`config.mk`:
```
export PLATFORM = sky130hd
export DESIGN_NAME = multi_edge_detector
export DESIGN_NICKNAME = d
export VERILOG_FILES = /design/src/rtl/multi_edge_detector_pkg.sv /design/src/rtl/edge_detect_channel.sv /design/src/rtl/multi_edge_detector.sv
export SDC_FILE = /design/constraint.sdc
export NUM_CORES = 1
export LEC_CHECK = 0
export BUFFER_PORTS_ARGS = -buffer_cell sky130_fd_sc_hd__buf_2
export CORE_AREA = 2 2 47 71
export CTS_CLUSTER_SIZE = 40
export DETAILED_ROUTE_END_ITERATION = 7
export DIE_AREA = 0 0 49 73
export PLACE_DENSITY = 0.87
export SETUP_SLACK_MARGIN = 0.4
export SKIP_CTS_REPAIR_TIMING = 1
export SLEW_MARGIN = 20
export SYNTH_ARGS = -nofsm -noshare
export SYNTH_HDL_FRONTEND = slang
export SYNTH_SLANG_ARGS = --single-unit
export TNS_END_PERCENT = 1
```
`constraint.sdc`:
```
create_clock -name clk -period 1.4 [get_ports clk]
set_clock_uncertainty 0.05 [all_clocks]
set_input_delay 0.28 -clock clk [delete_from_list [all_inputs] [get_ports clk]]
set_output_delay 0.28 -clock clk [all_outputs]
set_load 0.03 [all_outputs]
```
`src/rtl/multi_edge_detector_pkg.sv`:
```
// Shared types and sizing helpers for the multi-channel edge detector.
package multi_edge_detector_pkg;

  typedef enum logic [1:0] {
    EDGE_OFF  = 2'b00,
    EDGE_RISE = 2'b01,
    EDGE_FALL = 2'b10,
    EDGE_BOTH = 2'b11
  } edge_mode_e;

  // Filter counter must hold 0..cycles-1 and never collapse to zero width.
  function automatic int unsigned cnt_width(input int unsigned cycles);
    return (cycles > 1) ? $clog2(cycles) : 1;
  endfunction

endpackage

```
`src/rtl/edge_detect_channel.sv`:
```
// One channel: synchroniser, debounce filter, edge pulses and sticky status flag.
module edge_detect_channel
  import multi_edge_detector_pkg::*;
#(
  parameter int unsigned SYNC_STAGES   = 2,
  parameter int unsigned FILTER_CYCLES = 4
) (
  input  logic       clk,
  input  logic       rst,
  input  logic       din_i,
  input  logic [1:0] mode_i,
  input  logic       clr_i,
  output logic       level_o,
  output logic       edge_o,
  output logic       rise_o,
  output logic       fall_o,
  output logic       status_o
);

  localparam int unsigned CntW = cnt_width(FILTER_CYCLES);
  localparam logic [CntW-1:0] CntMax = CntW'(FILTER_CYCLES - 1);

  logic [SYNC_STAGES-1:0] sync_q;
  logic                   sync;
  logic                   level_q, level_d;
  logic [CntW-1:0]        cnt_q, cnt_d;
  logic                   upd;
  logic                   rise_en, fall_en;
  logic                   rise_q, rise_d;
  logic                   fall_q, fall_d;
  logic                   edge_q, edge_d;
  logic                   status_q, status_d;

  assign sync = sync_q[SYNC_STAGES-1];

  always_comb begin
    level_d = level_q;
    cnt_d   = cnt_q;
    upd     = 1'b0;
    if (sync == level_q) begin
      cnt_d = '0;
    end else if (cnt_q == CntMax) begin
      level_d = sync;
      cnt_d   = '0;
      upd     = 1'b1;
    end else begin
      cnt_d = cnt_q + CntW'(1);
    end
  end

  always_comb begin
    rise_en = 1'b0;
    fall_en = 1'b0;
    unique case (edge_mode_e'(mode_i))
      EDGE_OFF:  ;
      EDGE_RISE: rise_en = 1'b1;
      EDGE_FALL: fall_en = 1'b1;
      EDGE_BOTH: begin
        rise_en = 1'b1;
        fall_en = 1'b1;
      end
      default: ;
    endcase
  end

  // Status set takes priority over a coincident clear.
  always_comb begin
    rise_d   = upd & sync;
    fall_d   = upd & ~sync;
    edge_d   = (rise_d & rise_en) | (fall_d & fall_en);
    status_d = (status_q & ~clr_i) | edge_d;
  end

  always_ff @(posedge clk or posedge rst) begin
    if (rst) begin
      sync_q   <= '0;
      level_q  <= 1'b0;
      cnt_q    <= '0;
      rise_q   <= 1'b0;
      fall_q   <= 1'b0;
      edge_q   <= 1'b0;
      status_q <= 1'b0;
    end else begin
      sync_q   <= {sync_q[SYNC_STAGES-2:0], din_i};
      level_q  <= level_d;
      cnt_q    <= cnt_d;
      rise_q   <= rise_d;
      fall_q   <= fall_d;
      edge_q   <= edge_d;
      status_q <= status_d;
    end
  end

  assign level_o  = level_q;
  assign edge_o   = edge_q;
  assign rise_o   = rise_q;
  assign fall_o   = fall_q;
  assign status_o = status_q;

endmodule

```
`src/rtl/multi_edge_detector.sv`:
```
// N-channel synchronised, debounced edge detector with sticky status and a shared interrupt.
module multi_edge_detector
  import multi_edge_detector_pkg::*;
#(
  parameter int unsigned NUM_CH        = 4,
  parameter int unsigned SYNC_STAGES   = 2,
  parameter int unsigned FILTER_CYCLES = 4
) (
  input  logic                clk,
  input  logic                rst,
  input  logic [NUM_CH-1:0]   din_i,
  input  logic [2*NUM_CH-1:0] mode_i,
  input  logic [NUM_CH-1:0]   irq_en_i,
  input  logic [NUM_CH-1:0]   clr_i,
  output logic [NUM_CH-1:0]   level_o,
  output logic [NUM_CH-1:0]   edge_o,
  output logic [NUM_CH-1:0]   rise_o,
  output logic [NUM_CH-1:0]   fall_o,
  output logic [NUM_CH-1:0]   status_o,
  output logic                irq_o
);

  for (genvar c = 0; c < NUM_CH; c++) begin : g_ch
    edge_detect_channel #(
      .SYNC_STAGES  (SYNC_STAGES),
      .FILTER_CYCLES(FILTER_CYCLES)
    ) u_ch (
      .clk     (clk),
      .rst     (rst),
      .din_i   (din_i[c]),
      .mode_i  (mode_i[2*c +: 2]),
      .clr_i   (clr_i[c]),
      .level_o (level_o[c]),
      .edge_o  (edge_o[c]),
      .rise_o  (rise_o[c]),
      .fall_o  (fall_o[c]),
      .status_o(status_o[c])
    );
  end

  // Enable is combinational so software can mask/unmask without waiting a cycle.
  assign irq_o = |(status_o & irq_en_i);

endmodule
```
; ---- After elaboration in Yosys (flattened, before gate mapping)
; Index checks and enable logic that the tools add are counted.
[totals]
word_cells = 130
reg_bits = 36
input_bits = 22
out_inout_bits = 21
[classes]
reduce_logical = 13
n_eq_ne = 20
mux = 24
n_bitwise = 41
n_addsub = 4
[ops]
columns = operator, count
row1 = 2-bit equality test (second input constant), 12
row2 = 1-bit AND, 20
row3 = 1-bit two-way mux, 16
row4 = 2-bit two-way mux, 8
row5 = 2-bit OR reduction, 8
row6 = 1-bit NOT, 12
row7 = 2-bit by 1-bit adder with 2-bit output (second input constant), 4
row8 = 2-bit by 1-bit equality test with 1-bit output (second input constant), 4
row9 = 1-bit bitwise OR, 8
row10 = 2-bit AND reduction, 4
row11 = 4-bit AND, 1
row12 = 1-bit equality test, 4
row13 = 4-bit OR reduction, 1

; ---- Longest topological paths before layout
; Gate-level depths: netlist (run 1).
[depth]
ltp_word = 7
mapped_depth = 3
mapped_depth_nobuf = 3

; ---- Cells and area by module
; Synthesis (run 1) repeated with hierarchy kept, for this count alone.
[hier_totals]
hier_cells = 99
hier_area_um2 = 1310.0
[modules_own_cells]
columns = module, seq_area_each_um2, area_each_um2, n_inst, cells_each
row1 = edge_detect_channel, 225.2, 322.8, 4, 24
row2 = multi_edge_detector, 0.0, 18.8, 1, 3

; ---- Worst setup path after synthesis (run 1)
; Ideal clock, no wire load.
[synth_timing]
path_kind = flip-flop to output port
from = register g_ch[2].u_ch.status_q
to = output irq_o
slack_ns = 0.323
path_stages_with_launch = 3
n_path_buf = 0
required_time_ns = 1.070
t_arrival_ns = 0.747
cell_sequence = dfrtp_1 > a22oi_1 > nand2_1
[synth_between]
elab_chain_cells = 2
[synth_lines]
columns = item, line_no
row1 = "start, declared", edge_detect_channel.sv:32  ; logic status_q, status_d;
row2 = "start signal, assigned", edge_detect_channel.sv:90  ; status_q <= status_d;
row3 = 4-bit AND, multi_edge_detector.sv:42  ; assign irq_o = |(status_o & irq_en_i);
row4 = 4-bit OR reduction, multi_edge_detector.sv:42
row5 = "end, declared", multi_edge_detector.sv:20  ; output logic irq_o
; No other way between the ends.

; ---- Worst setup path after layout (run 1)
; Ends and elaborated chain as after synthesis.

==> qor.csv, run 1 <==
stage,metric,value,unit
drt,drt_wl_total,2513,µm
global_route,grt_pass1_vias,872,
setup_path,crit_fanout,3,
clock_tree,cts_tree,built,
sta,fin_ws,-0.02207,ns
sta,fmax,703.2,MHz
die,fp-row-count,25,
clock_tree,htreeDepth,2,
global_route,antenna_found_initial,0,
final_layout,drive_gt1_share,46.94,%
final_layout,post-route-util,62.10,%
sta,hold_viol,15,
power_and_ir_drop,leakagePower,0.9368,nW
clock_tree,clock_latency,0.28,ns
synth,muxShareOfSynthArea,0.7806,%
synth,synth_top_family_by_area,simple AND/OR/NAND/NOR gates,
synth,ys_seq_area_share,62.45,%
power_and_ir_drop,seq_power_share,46.1,%
synth,synth_xor_area_share,2.428,%
power_and_ir_drop,p_switching,0.001027,W
drt,vias,903,
final_layout,area_growth_syn_to_layout,30.62,%
final_layout,nets,173,
sta,slew_headroom,77.25,%
drt,drtAntennaViolNets,0,
synth,ys_types,20,
synth,synth.top_cell.area_share,62.45,%
sta,worst_slew_pin_slew,0.3406,ns
final_layout,layout.cells.most_common,dfrtp_1,
place,dp_hpwl,1715,µm
synth,synth_nets,140,
clock_tree,cts_buffers,5,
sta,fin_crit_sh,101.6,%
die,fp.coreArea,3034,µm²
drt,first_pass_iters,4,
global_route,grt_overflow,0,
global_route,grtUsageTotal,14.14,%
synth,ys_warn_count,0,
place,io_buffers,42,
synth,synth_area_leaders,"dfrtp_1 (62%), buf_4 (10%), nand4b_1 (4.9%)",
run,max_cap_violations,0,
power_and_ir_drop,p_int,0.002175,W
synth,syn_area,1443,µm²
synth,yosys.area_share.simple,17.35,%
synth,async_flop_share,100.0,%
run_status,violations,"hold timing, setup timing",
run_status,status,"complete, but fails checks",
drt,drt_iter0_drc,14,
place,place_congestion,0.7489,
die,die_x,49,µm
place,post_dp_cell_area,1572,µm²
die,die-area,3577,µm²
power_and_ir_drop,peakVddDrop,1015,µV
setup_path,critPathLaunchType,flop,
synth,synth_ff_type,dfrtp_1,
sta,rsz0062_at_grt,yes,
synth,syn_inst,114,
clock_tree,clk_pin_slew,0.07,ns
final_layout,final_area,1884,µm²
setup_path,crit_required,1.07,ns
die,die_y,73,µm
global_route,grt_max_degree,18,
die,num_io_pins,43,
clock_tree,cts.sinks,36,
sta,slew_viol_final,0,
setup_path,worstSetupPathType,flop to output pin,
synth,synthAdderAreaFrac,3.469,%
power_and_ir_drop,power.clock.fraction,24.4,%
die,start_util,47.55,%
hold_path,hold_class,primary input to asynchronous set/reset pin,
power_and_ir_drop,comb_power_share,29.6,%
final_layout,num_antenna_cells,0,
synth,synth_compound_area_share,2.082,%
power_and_ir_drop,swShare,32.07,%
synth,syn-mean-instance-area,12.65,µm²
synth,ys_seq_elements,36,
synth,synth-edff-count,0,
global_route,grt_pass1_wl,3684,µm
sta,setup_viol,1,
drt,routedWlPerCell,13.44,µm
drt,drc_errors,0,
synth,synth_top_cell_by_area,dfrtp_1,
sta,layout_min_cycle_time,1.422,ns
power_and_ir_drop,p_per_area,1699,nW/µm²
clock_tree,cts_buffer_depth,2,
setup_path,arrival,1.09,ns
drt,viasPerCell,4.829,
clock_tree,cts_root_buf,clkbuf_8,
final_layout,final_cell_mix,"dfrtp_1 (31), buf_2 (23), buf_6 (18), nand2_1 (8), nand4b_1 (8)",
sta,holdWs,-0.08790,ns
setup_path,end_kind,output pin,
-- final cells by class --
| type | instances | area (µm²) |
|---|---|---|
| repair buffers | 46 | 362.8 |
| clock buffers | 7 | 96.34 |
| multi-input cells | 54 | 449.2 |
| inverters | 4 | 18.77 |
| fillers | 224 | 1150 |
| flip-flops and latches | 36 | 907.1 |
| well taps | 40 | 50.05 |
-- cells in the mapped netlist, types with 2 or more instances --
master,n
buf_4,20
nand4b_1,8
nand3_1,4
nor2_1,3
inv_1,4
nand2_1,8
nor3_1,3
and3b_1,2
ha_1,4
a22oi_1,2
dfrtp_1,36
nor2b_1,3
nand2b_1,4
o21ai_0,3
xnor2_1,3
nor3b_1,3
-- cell families (layout without fill, tap and decap cells) --
logic type      count (synthesis)  count (layout)
simple gates                   40              40
flops                          36              36
buf+inv                        24              57
compound gates                  5               5
fa+ha+maj                       4               4
xor+xnor                        4               4
mux                             1               1
-- sequential cells by signal (all words and copies together) (netlist names) --
| name | count |
|---|---|
| g_ch.u_ch.sync_q | 8 |
| g_ch.u_ch.edge_o | 4 |
| g_ch.u_ch.fall_o | 4 |
| g_ch.u_ch.status_o | 4 |
| g_ch.u_ch.rise_o | 4 |
| g_ch.u_ch.level_o | 4 |
| g_ch.u_ch.cnt_q | 8 |
-- power groups by stage --
stage | Combinational (W) | Sequential, W | Clock (W)
final | 0.000946 | 0.00147 | 0.000781
after CTS | 0.000739 | 0.00139 | 0.000795
after detailed placement | 0.000738 | 0.00141 | 0
after global routing | 0.00103 | 0.00150 | 0.000863
after global placement | 0.000695 | 0.00139 | 0
after floorplan | 0.000664 | 0.00137 | 0
-- metrics by stage --
step	setup TNS, ns	setup slack (ns)	total power (W)	cells
2_1_floorplan	0	0.3225	0.002038	114
3_3_place_gp	0	0.2902	0.002087	178
3_5_place_dp	0	0.2698	0.002149	178
4_1_cts	-0.04991	-0.04991	0.002926	185
5_1_grt	-0.08205	-0.08205	0.003391	187
6_report	-0.02207	-0.02207	0.003202	187
-- per-layer routing --
layer	part of all wire, %	global-route usage, %
met4	1.3	5.714
met2	52	25.11
met1	40	14.25
met5	0	0
met3	7.0	6.557
-- worst max-delay path, cell delays in order (launching register included) --
cell     delay, ns
dfrtp_1       0.40
a22oi_1       0.17
nand2_1       0.09
buf_6         0.14
-- final timing paths --
kind | startpoint | endpoint | slack, ns | cells past startpoint
min reg2reg | g_ch[0].u_ch.sync_q[0] | g_ch[0].u_ch.sync_q[1] | 0.30 | 0
max reg2reg | g_ch[0].u_ch.cnt_q[0] | g_ch[0].u_ch.level_o | 0.34 | 2
min in group clk | din_i[1] | g_ch[1].u_ch.sync_q[0] | 0.04 | 1
max | g_ch[2].u_ch.status_o | irq_o | -0.02 | 3
max in group asynchronous | rst | g_ch[1].u_ch.level_o | 0.94 | 3
min | rst | g_ch[0].u_ch.fall_o | -0.09 | 2
Power figures use the tool's default switching activity.
==> run 2, diff against run 1 <==
BUFFER_PORTS_ARGS = -buffer_cell sky130_fd_sc_hd__clkbuf_2   (was -buffer_cell sky130_fd_sc_hd__buf_2)
PLACE_DENSITY = 0.76   (was 0.87)
==> run 2 against run 1 <==
  * The run ends with hold timing left
  * Final cell count grew 0.53%
  * Routed wire length grew 2.0%
  * Register-to-register slack is essentially flat
  * Total power shrank 1.4%
  * Sequential power is essentially flat
  * First-iteration DRC count shrank 64%
  * Global-route usage grew 1.0 points
  * Largest power group unchanged
==> qor.csv, run 2 (same netlist as run 1, synthesis figures left out) <==
stage,metric,value,unit
drt,first_pass_iters,3,
setup_path,crit_fanout,3,
setup_path,crit_required,1.07,ns
run_status,violations,hold timing,
final_layout,layout.cells.most_common,dfrtp_1,
clock_tree,cts_buffer_depth,2,
global_route,antenna_found_initial,0,
drt,drtAntennaViolNets,0,
run_status,status,"complete, but fails checks",
die,fp.coreArea,3034,µm²
drt,viasPerCell,4.761,
die,die_x,49,µm
global_route,grt_pass1_vias,914,
sta,hold_viol,23,
run,max_cap_violations,0,
drt,drt_wl_total,2563,µm
final_layout,area_growth_syn_to_layout,31.14,%
final_layout,final_area,1892,µm²
sta,layout_min_cycle_time,1.395,ns
clock_tree,cts_root_buf,clkbuf_8,
sta,fin_ws,0.004564,ns
die,start_util,47.55,%
place,place_congestion,0.7031,
setup_path,critPathLaunchType,flop,
drt,vias,895,
die,num_io_pins,43,
sta,setup_viol,0,
place,pre_cts_ws,0.2383,ns
drt,drt_iter0_drc,5,
final_layout,nets,173,
die,die_y,73,µm
sta,worst_slew_pin_slew,0.5194,ns
sta,slew_viol_final,0,
power_and_ir_drop,p_per_area,1668,nW/µm²
die,fp-row-count,25,
clock_tree,cts.sinks,36,
place,dp_hpwl,1732,µm
final_layout,drive_gt1_share,48.65,%
clock_tree,cts_tree,built,
drt,routedWlPerCell,13.63,µm
sta,fin_setup_tns,0,ns
sta,fmax,716.6,MHz
final_layout,num_antenna_cells,0,
place,post_dp_cell_area,1572,µm²
setup_path,reg2reg_depth,2,
final_layout,final_cell_mix,"dfrtp_1 (31), clkbuf_2 (21), buf_6 (19), nand4b_1 (8)",
sta,slew_headroom,65.30,%
sta,rsz0062_at_grt,yes,
drt,drc_errors,0,
sta,fin_crit_sh,99.67,%
global_route,grt_pass1_wl,4029,µm
clock_tree,clock_latency,0.28,ns
die,die-area,3577,µm²
clock_tree,cts_buffers,5,
final_layout,layout_top_registers,"g_ch.u_ch.cnt_q x8, g_ch.u_ch.sync_q x8",
setup_path,end_kind,output pin,
setup_path,rrSetupSlack,0.34,ns
clock_tree,htreeDepth,2,
setup_path,worstSetupPathType,flop to output pin,
power_and_ir_drop,peakVddDrop,1214,µV
power_and_ir_drop,total_power,0.003156,W
global_route,grt_max_degree,26,
sta,holdWs,-0.02600,ns
power_and_ir_drop,leakagePower,0.9386,nW
place,io_buffers,42,
clock_tree,clk_pin_slew,0.07,ns
hold_path,hold_class,primary input to asynchronous set/reset pin,
global_route,grt_overflow,0,
setup_path,arrival,1.07,ns
global_route,grtUsageTotal,15.15,%
final_layout,post-route-util,62.35,%
run 2: cell types whose count changed in the layout (fill, tap and decap cells not counted), moves of 2 or more:
| cell | previous run | this run |
|---|---|---|
| clkbuf_2 | 0 | 21 |
| nand2_1 | 8 | 6 |
| clkbuf_1 | 0 | 2 |
| buf_2 | 23 | 1 |
| nand2_2 | 0 | 2 |
run 2: path summary, 6_finish.rpt:
| path | start | end |
|---|---|---|
| setup / recovery | g_ch[2].u_ch.status_o | irq_o |
| hold / removal | rst | g_ch[1].u_ch.status_o |
| setup reg to reg | g_ch[0].u_ch.cnt_q[0] | g_ch[0].u_ch.level_o |
| hold reg to reg | g_ch[1].u_ch.sync_q[0] | g_ch[1].u_ch.sync_q[1] |
| max in group asynchronous | rst | g_ch[2].u_ch.level_o |
| min in group clk | din_i[2] | g_ch[2].u_ch.sync_q[0] |
run 2: through the flow:
step | cells | hold WS (ns)
floorplan | 114 | 0.1834
global placement | 178 | 0.2774
detailed placement | 178 | 0.2902
CTS | 186 | -0.008680
global route | 188 | 0.01349
finish | 188 | -0.02600
run 2: worst max-delay path, stage by stage (launching register included):
cell and delay (ns):
dfrtp_1 0.41, a22oi_2 0.16, nand2_1 0.08, buf_6 0.14
run 2: layout make-up:
| cell class | count | area (µm²) |
|---|---|---|
| multi-input cells | 54 | 464.2 |
| flip-flops and latches | 36 | 907.1 |
| clock buffers | 8 | 90.09 |
| well taps | 40 | 50.05 |
| inverters | 4 | 18.77 |
| fillers | 234 | 1142 |
| repair buffers | 46 | 361.6 |
run 2: layer usage:
| layer | global-route usage [%] | share of wire [%] | vias to the layer above |
|---|---|---|---|
| met5 | 0 | 0 | - |
| met4 | 5.714 | 0.47 | 0 |
| met3 | 5.738 | 7.3 | 2 |
| met2 | 25.27 | 52 | 41 |
| met1 | 17.78 | 41 | 427 |
| li1 | - | - | 425 |
run 2: power breakdown:
group | leakage (nW) | internal, W | switching (W) | total (W)
Combinational | 0.431 | 0.000488 | 0.000451 | 0.000939
Sequential | 0.462 | 0.00125 | 0.000235 | 0.00148
Clock | 0.0455 | 0.000401 | 0.000334 | 0.000735
Total | 0.939 | 0.00214 | 0.00102 | 0.00316
==> run 3, diff against run 2 <==
CORE_AREA = 2 2 56 84   (was 2 2 47 71)
DIE_AREA = 0 0 58 86   (was 0 0 49 73)
PLACE_DENSITY = not set   (was 0.76)
==> run 3 against run 2 <==
  * The run still ends with hold timing left
  * Sequential power hardly changed
  * Via count up 0.11%
  * Register-to-register slack is essentially flat
  * Largest cell class unchanged
==> qor.csv, run 3 (same netlist as run 1, synthesis figures left out) <==
stage,metric,value,unit
final_layout,layout_top_registers,"g_ch.u_ch.cnt_q x8, g_ch.u_ch.sync_q x8",
die,fp-row-count,29,
clock_tree,htreeDepth,2,
place,dp_hpwl,1793,µm
sta,layout_min_cycle_time,1.380,ns
drt,drt_iter0_drc,17,
setup_path,worstSetupPathType,flop to output pin,
die,die-area,4988,µm²
sta,holdWs,-0.05084,ns
setup_path,critPathLaunchType,flop,
final_layout,fill_cells,381,
drt,first_pass_iters,4,
setup_path,arrival,1.05,ns
sta,fmax,724.6,MHz
final_layout,nets,173,
clock_tree,clk_pin_slew,0.07,ns
final_layout,layout.cells.most_common,dfrtp_1,
place,place_congestion,0.6903,
run_status,violations,hold timing,
clock_tree,cts_buffer_depth,2,
power_and_ir_drop,peakVddDrop,836.9,µV
power_and_ir_drop,p_per_area,1642,nW/µm²
power_and_ir_drop,leakagePower,0.9399,nW
clock_tree,cts_root_buf,clkbuf_8,
setup_path,cp_num_cells,3,
global_route,grt_overflow,0,
sta,setup_viol,0,
global_route,grtUsageTotal,10.14,%
die,fp.coreArea,4209,µm²
global_route,grt_max_degree,20,
setup_path,reg2reg_depth,2,
global_route,grt_pass1_vias,890,
setup_path,crit_required,1.07,ns
sta,fin_setup_tns,0,ns
global_route,grt_pass1_wl,3753,µm
setup_path,slowest_stage,dfrtp_1,
drt,drc_errors,0,
sta,slew_headroom,72.63,%
die,num_io_pins,43,
drt,routedWlPerCell,12.66,µm
clock_tree,cts_tree,built,
setup_path,crit_fanout,2,
clock_tree,cts.sinks,36,
die,die_x,58,µm
run,max_cap_violations,0,
final_layout,drive_gt1_share,45.95,%
clock_tree,clock_latency,0.28,ns
final_layout,area_growth_syn_to_layout,31.66,%
setup_path,end_kind,output pin,
sta,hold_viol,17,
die,die_y,86,µm
setup_path,path_cells,a22oi_2 -> nand2_1 -> buf_6,
place,post-place-cells,183,
hold_path,hold_class,primary input to asynchronous set/reset pin,
die,start_util,34.27,%
run_status,status,"complete, but fails checks",
place,io_buffers,42,
sta,worst_slew_pin_slew,0.4097,ns
setup_path,crit_family,flip-flops,
drt,drtAntennaViolNets,0,
final_layout,post-route-util,45.12,%
drt,drt_wl_total,2456,µm
final_layout,stdcell_count,194,
final_layout,seq_area,907.1,µm²
power_and_ir_drop,total_power,0.003119,W
final_layout,multi_input_area,447.9,µm²
final_layout,num_antenna_cells,0,
setup_path,cp.buffers_inverters,1,
sta,rsz0062_at_grt,yes,
sta,slew_viol_final,0,
clock_tree,cts_buffers,5,
drt,vias,896,
drt,viasPerCell,4.619,
setup_path,cp_slowest_stage_delay,0.40,ns
final_layout,final_cell_mix,"dfrtp_1 (31), clkbuf_2 (21), buf_6 (20), nand2_1 (8), nand4b_1 (8)",
global_route,antenna_found_initial,0,
sta,fin_crit_sh,98.58,%
run 3: where the power goes:
group | internal [W] | switching [W] | total, W
logic | 0.000478 | 0.000440 | 0.000917
clock network | 0.000401 | 0.000337 | 0.000738
registers | 0.00125 | 0.000216 | 0.00146
total | 0.00213 | 0.000992 | 0.00312
run 3: final timing paths:
kind	slack (ns)	endpoint	from
worst max-delay path	0.02	irq_o	g_ch[1].u_ch.status_o
worst min-delay path	-0.05	g_ch[0].u_ch.cnt_q[0]	rst
worst max register to register	0.35	g_ch[0].u_ch.level_o	g_ch[0].u_ch.cnt_q[0]
worst min register to register	0.30	g_ch[1].u_ch.sync_q[1]	g_ch[1].u_ch.sync_q[0]
max in group asynchronous	0.93	g_ch[2].u_ch.level_o	rst
min in group clk	0.05	g_ch[0].u_ch.sync_q[0]	din_i[0]
run 3: area by class of cell:
type	instances	share of cell area (%)
Clock buffer	8	4.743
Multi-Input combinational cell	54	23.58
Timing Repair Buffer	46	19.89
Inverter	4	0.9881
Sequential cell	36	47.76
Tap cell	46	3.030
run 3: routing by layer:
layer  GRT usage (%)  up-vias  part of all wire (%)
met5               0        -                     0
met4           5.497        0                   1.4
met3           4.223        5                   7.9
met2           15.91       37                    50
met1           11.55      430                    40
li1                -      424                     -
run 3: through the flow:
stage | area [µm²] | setup WS (ns) | hold WS [ns]
floorplan | 1446 | 0.3225 | 0.1834
global placement | 1584 | 0.2705 | 0.2374
finish | 1899 | 0.01988 | -0.05084
CTS | 1674 | -0.05359 | -0.04634
detailed placement | 1584 | 0.2586 | 0.2583
global route | 1899 | -0.04389 | -0.02412
